$ cat src/rtl/div_ctrl.sv
// Iterative radix-2 restoring divider controller for the execute stage.
// Stalls the pipeline while dividing and returns {remainder, quotient}.
module div_ctrl #(
  parameter int WIDTH = 32
) (
  input  logic                 clk,
  input  logic                 resetn,
  input  logic                 start,
  input  logic                 signed_div,
  input  logic                 annul,
  input  logic [WIDTH-1:0]     a,
  input  logic [WIDTH-1:0]     b,
  output logic                 stall,
  output logic                 ready,
  output logic [2*WIDTH-1:0]   result
);

  localparam int CW = (WIDTH > 1) ? $clog2(WIDTH) : 1;
  localparam logic [CW-1:0] CNT_LAST = CW'(WIDTH - 1);

  typedef enum logic [1:0] {
    S_IDLE = 2'd0,
    S_BUSY = 2'd1,
    S_DONE = 2'd2
  } state_t;

  function automatic logic [WIDTH-1:0] neg2c(input logic [WIDTH-1:0] v);
    neg2c = ~v + {{(WIDTH-1){1'b0}}, 1'b1};
  endfunction

  function automatic logic [WIDTH-1:0] abs_val(input logic [WIDTH-1:0] v, input logic en);
    abs_val = (en && v[WIDTH-1]) ? neg2c(v) : v;
  endfunction

  state_t                state_q, state_d;
  logic [CW-1:0]         cnt_q, cnt_d;
  logic [WIDTH-1:0]      rem_q, rem_d;
  logic [WIDTH-1:0]      quo_q, quo_d;
  logic [WIDTH-1:0]      dvs_q, dvs_d;
  logic                  qneg_q, qneg_d;
  logic                  rneg_q, rneg_d;
  logic [2*WIDTH-1:0]    result_q, result_d;

  logic [WIDTH:0]        rem_sh_s;
  logic [WIDTH:0]        diff_s;
  logic                  qbit_s;
  logic [WIDTH-1:0]      step_rem_s;
  logic [WIDTH-1:0]      step_quo_s;
  logic [WIDTH-1:0]      fin_rem_s;
  logic [WIDTH-1:0]      fin_quo_s;
  logic                  accept_s;
  logic                  dbz_s;

  // One restoring step: the W+1-bit difference is negative exactly when its MSB is set,
  // because the shifted partial remainder is always below twice the divisor.
  always_comb begin
    rem_sh_s   = {rem_q, quo_q[WIDTH-1]};
    diff_s     = rem_sh_s - {1'b0, dvs_q};
    qbit_s     = ~diff_s[WIDTH];
    step_rem_s = qbit_s ? diff_s[WIDTH-1:0] : rem_sh_s[WIDTH-1:0];
    step_quo_s = {quo_q[WIDTH-2:0], qbit_s};
    fin_quo_s  = qneg_q ? neg2c(step_quo_s) : step_quo_s;
    fin_rem_s  = rneg_q ? neg2c(step_rem_s) : step_rem_s;
  end

  // Next-state, datapath load and stall decode; annul overrides everything at the end.
  always_comb begin
    state_d  = state_q;
    cnt_d    = cnt_q;
    rem_d    = rem_q;
    quo_d    = quo_q;
    dvs_d    = dvs_q;
    qneg_d   = qneg_q;
    rneg_d   = rneg_q;
    result_d = result_q;
    stall    = 1'b0;
    accept_s = (state_q != S_BUSY) && start && !annul;
    dbz_s    = (b == {WIDTH{1'b0}});

    case (state_q)
      S_IDLE, S_DONE: begin
        if (accept_s) begin
          if (dbz_s) begin
            state_d  = S_DONE;
            result_d = {a, {WIDTH{1'b1}}};
          end else begin
            state_d = S_BUSY;
            stall   = 1'b1;
            cnt_d   = {CW{1'b0}};
            rem_d   = {WIDTH{1'b0}};
            quo_d   = abs_val(a, signed_div);
            dvs_d   = abs_val(b, signed_div);
            qneg_d  = signed_div & (a[WIDTH-1] ^ b[WIDTH-1]);
            rneg_d  = signed_div & a[WIDTH-1];
          end
        end else begin
          state_d = S_IDLE;
        end
      end
      S_BUSY: begin
        stall = 1'b1;
        rem_d = step_rem_s;
        quo_d = step_quo_s;
        if (cnt_q == CNT_LAST) begin
          state_d  = S_DONE;
          cnt_d    = {CW{1'b0}};
          result_d = {fin_rem_s, fin_quo_s};
        end else begin
          cnt_d = cnt_q + {{(CW-1){1'b0}}, 1'b1};
        end
      end
      default: begin
        state_d = S_IDLE;
      end
    endcase

    if (annul) begin
      state_d  = S_IDLE;
      stall    = 1'b0;
      cnt_d    = {CW{1'b0}};
      result_d = result_q;
    end else begin
      cnt_d = cnt_d;
    end
  end

  // State and datapath registers.
  always_ff @(posedge clk or negedge resetn) begin
    if (!resetn) begin
      state_q  <= S_IDLE;
      cnt_q    <= {CW{1'b0}};
      rem_q    <= {WIDTH{1'b0}};
      quo_q    <= {WIDTH{1'b0}};
      dvs_q    <= {WIDTH{1'b0}};
      qneg_q   <= 1'b0;
      rneg_q   <= 1'b0;
      result_q <= {(2*WIDTH){1'b0}};
    end else begin
      state_q  <= state_d;
      cnt_q    <= cnt_d;
      rem_q    <= rem_d;
      quo_q    <= quo_d;
      dvs_q    <= dvs_d;
      qneg_q   <= qneg_d;
      rneg_q   <= rneg_d;
      result_q <= result_d;
    end
  end

  assign ready  = (state_q == S_DONE);
  assign result = result_q;

endmodule

$ cat config.mk
export PLATFORM = sky130hd
export DESIGN_NAME = div_ctrl
export DESIGN_NICKNAME = d
export VERILOG_FILES = /design/src/rtl/div_ctrl.sv
export SDC_FILE = /design/constraint.sdc
export NUM_CORES = 1
export LEC_CHECK = 0
export ABC_CLOCK_PERIOD_IN_PS = 8700
export BUFFER_PORTS_ARGS = -buffer_cell sky130_fd_sc_hd__buf_2
export CORE_ASPECT_RATIO = 0.9
export CORE_MARGIN = 2
export CORE_UTILIZATION = 30
export DETAILED_ROUTE_END_ITERATION = 16
export MAX_ROUTING_LAYER = met4
export PLACE_DENSITY = 0.48
export SLEW_MARGIN = 20
export SYNTH_ARGS = -nofsm -noshare
export SYNTH_HDL_FRONTEND = slang
export SYNTH_SLANG_ARGS = --single-unit
$ cat constraint.sdc
create_clock -name clk -period 8.7 [get_ports clk]
set_input_delay 1.74 -clock clk [delete_from_list [all_inputs] [get_ports clk]]
set_output_delay 1.74 -clock clk [all_outputs]
set_load 0.05 [all_outputs]
==> results by group <==
Outcome
  – Status: finished clean

Yosys
  – Cell Area, Synth: 12,000 µm²
  – Number of synthesized flops with an enable pin: 0
  – Post-synthesis sequential area ratio: 35.1%
  – Post-synth top flop: dfrtp_1
  – Synth unique cells: 79
  – Top cell type by total area after synthesis: dfrtp_1
  – Mean post-synth cell area: 7.95 µm²
  – Async SR Flop Fraction: 100%
  – Net count after synthesis: 1,623
  – Synth Register Bits: 169
  – Synth top area share: 35.1%
  – Synth area leaders: dfrtp_1, a21oi_1, o21ai_0, nor2_1, xor2_1
  – Synth Instances: 1,515
  – Synth warn: 0

Floorplanning
  – Core ar.: 39,500 µm²
  – IO Pins: 135
  – Starting Density: 30.5%
  – Die area: 41,800 µm²
  – Rows: 69
  – Die width: 215 µm
  – DIE HEIGHT: 194 µm

GRT
  – Grt ovf: 0
  – Initial antenna violation count: 3
  – Overall routing resource usage: 19.3%
  – Number of global-route vias before repair: 10,700
  – First-pass GRT wire length: 62.1 mm
  – Largest net degree at the start of global routing: 166

Critical path
  – CP Class: in -> out
  – Crit Reg-Reg Startpoint: quo_q[31]
  – Worst EP arrival: 4670 ps
  – Crit Path Max Fanout: 4
  – Crit path buffers/inverters: 2
  – Startpoint Class: primary input
  – CP endpoint kind: primary output
  – CP max-delay cell: or4_1
  – Crit-path cells: buf_2, or4_1, nor4_1, nor3b_2, nand3b_1, nand2b_1, nor3_1, a21oi_1, nand3b_1, o21ai_0, buf_2
  – FF-to-FF End: result[62]
  – R2R Setup Slk: 2780 ps
  – Path depth of the worst reg2reg path: 19
  – Critical path's largest stage delay: 600 ps
  – Worst Path Required: 6960 ps
  – CP top delay family: simple AND/OR/NAND/NOR gates

Place
  – # port buffers: 134
  – Dpl ws: 2270 ps
  – Global placement routability congestion: 0.873
  – Post-DP HPWL: 28.5 mm

STA
  – Setup ws final: 2290 ps
  – Final hold violations: 0
  – RSZ-0062 raised after global routing: false
  – Slew @ Worst Pin: 952 ps
  – Endpoints failing setup: 0
  – Worst Skew: 13.9 ps
  – Max-slew violations: 0
  – Final Cycle Share: 73.7%
  – Setup_tns: 0 ps
  – Fmax: 156 MHz
  – Slew HR: 36.5%
  – Tmin final: 6410 ps

Routing
  – Drc violations: 0
  – DR pass1 iterations: 6
  – Wire per inst: 17.8 µm
  – Vias after detailed routing: 11,300
  – Drt initial violations: 866
  – Total wire length: 38.1 mm
  – Routed Antenna Nets: 0
  – Avg Vias per Cell: 5.27

Clock tree
  – Latest clock arrival within the worst-skew pair: 470 ps
  – Clk slew on worst S/H paths: 70 ps
  – CTS tree: built
  – CTS Buf Count: 17
  – Setup Buffers After CTS: 0
  – Cts hold-fix bufs: 0
  – Clock buffer depth: 2
  – Cts repair resizes: 0
  – # clock sinks: 169
  – H-tree depth: 4
  – Root Buffer: clkbuf_16

Flow run
  – Max Cap Viol: 0

Min path
  – Worst hold start: result[41]
  – Worst Hold Depth: 2
  – End point of the worst hold path: result[41]
  – Worst hold path class: reg -> reg

Final layout
  – P&R area growth vs syn: 14.6%
  – Share of cells above drive strength 1: 12.5%
  – Utilization after layout: 34.9%
  – Fillers: 4,244
  – Fin nets: 1,699

Pwr
  – PwrDens: 337 nW/µm²
  – Static leakage: 0.00581 µW
  – Max VDD drop: 0.161 mV
cells in the final DEF, fill, tap and decap left out, drive strengths merged, types with 11 or more instances in the layout:
cell type / synthesis / layout
a21o: 12 / 12
a21oi: 198 / 198
a31oi: 25 / 25
and2: 11 / 11
and3: 20 / 20
buf: 16 / 141
clkbuf: 69 / 19
dfrtp: 169 / 169
ha: 38 / 38
inv: 54 / 57
mux2i: 29 / 29
nand2: 137 / 137
nand3: 52 / 52
nor2: 181 / 181
nor3: 33 / 33
o21ai: 147 / 147
o31ai: 20 / 20
o41ai: 11 / 11
or3: 25 / 25
xnor2: 64 / 64
xor2: 72 / 72
registers in the layout, indices dropped and copies added (netlist names):
signal,count
dvs_q,32
rem_q,32
quo_q,32
state_q,2
cnt_q,5
result,64
qneg_q,1
rneg_q,1
worst reg2reg max path, stage by stage, from the launching register on:
cell and delay, ps:
dfrtp_1 430, inv_1 80, ha_1 160, inv_1 50, fa_1 420, nand3_1 130, a211oi_2 110, o21ai_1 370
a211oi_2 180, o21a_2 290, nor2_8 660, inv_2 500, mux2i_1 350, ha_1 270, nand4b_1 150, o41a_1 530
a2111o_1 440, o41ai_2 390, xnor2_1 170, o22ai_1 100
worst max path at each step:
stage	startpoint	to	cells past startpoint
4_1_cts	b[6]	stall	11
6_report	b[6]	stall	11
2_1_floorplan	b[6]	stall	11
3_5_place_dp	b[6]	stall	11
3_3_place_gp	b[6]	stall	11
5_1_grt	b[6]	stall	11
metal layers:
| layer | track usage [%] | vias up | share of wire (%) |
|---|---|---|---|
| met1 | 27.3 | 5404 | 49 |
| met2 | 27.9 | 281 | 44 |
| li1 | - | 5531 | - |
| met4 | 5.44 | 0 | 2.0 |
| met5 | - | - | 0 |
| met3 | 3.58 | 50 | 5.2 |
through the flow:
stage | cells | power, µW | hold slack (ps) | instance area [µm²]
floorplan | 1515 | 3090 | 450 | 12000
global placement | 2104 | 3760 | 465 | 13100
detailed placement | 2104 | 3780 | 476 | 13100
CTS | 2136 | 4670 | 491 | 13800
global route | 2137 | 5010 | 530 | 13800
finish | 2137 | 4650 | 483 | 13800
cell type report:
| class | count | area [µm²] | share of cell area [%] |
|---|---|---|---|
| diodes | 1 | 2.50 | 0.0181 |
| clock buffers | 18 | 439 | 3.18 |
| clock inverters | 14 | 218 | 1.58 |
| inverters | 55 | 206 | 1.50 |
| multi-input cells | 1206 | 7280 | 52.8 |
| flip-flops and latches | 169 | 4230 | 30.7 |
| well taps | 532 | 666 | 4.82 |
| repair buffers | 142 | 752 | 5.45 |
report_power, final:
group	switching (µW)	internal [µW]
registers	262	1010
clock network	358	519
logic	1660	843
total	2280	2370
logic make-up after synthesis:
kind of cell,count (synthesis),share of synthesized area (%)
AOI/OAI and AO/OA,481,23.5
buffers and inverters,140,4.50
adders and majority gates,39,4.12
xor gates and xnor gates,136,9.89
DFF,169,35.1
muxes,31,2.63
and+or+nand+nor,519,20.2
cells in the mapped netlist (19+ instances only):
cell type / number
nand3_1: 52
a31oi_1: 25
a21oi_1: 198
nand2_1: 137
nor2_1: 180
mux2i_1: 29
dfrtp_1: 169
o31ai_1: 19
clkbuf_1: 69
o21ai_0: 138
nor3_1: 32
or3_1: 25
xor2_1: 72
and3_1: 19
inv_1: 52
xnor2_1: 64
ha_1: 38
Note: power is estimated with default switching activity, not from simulation.
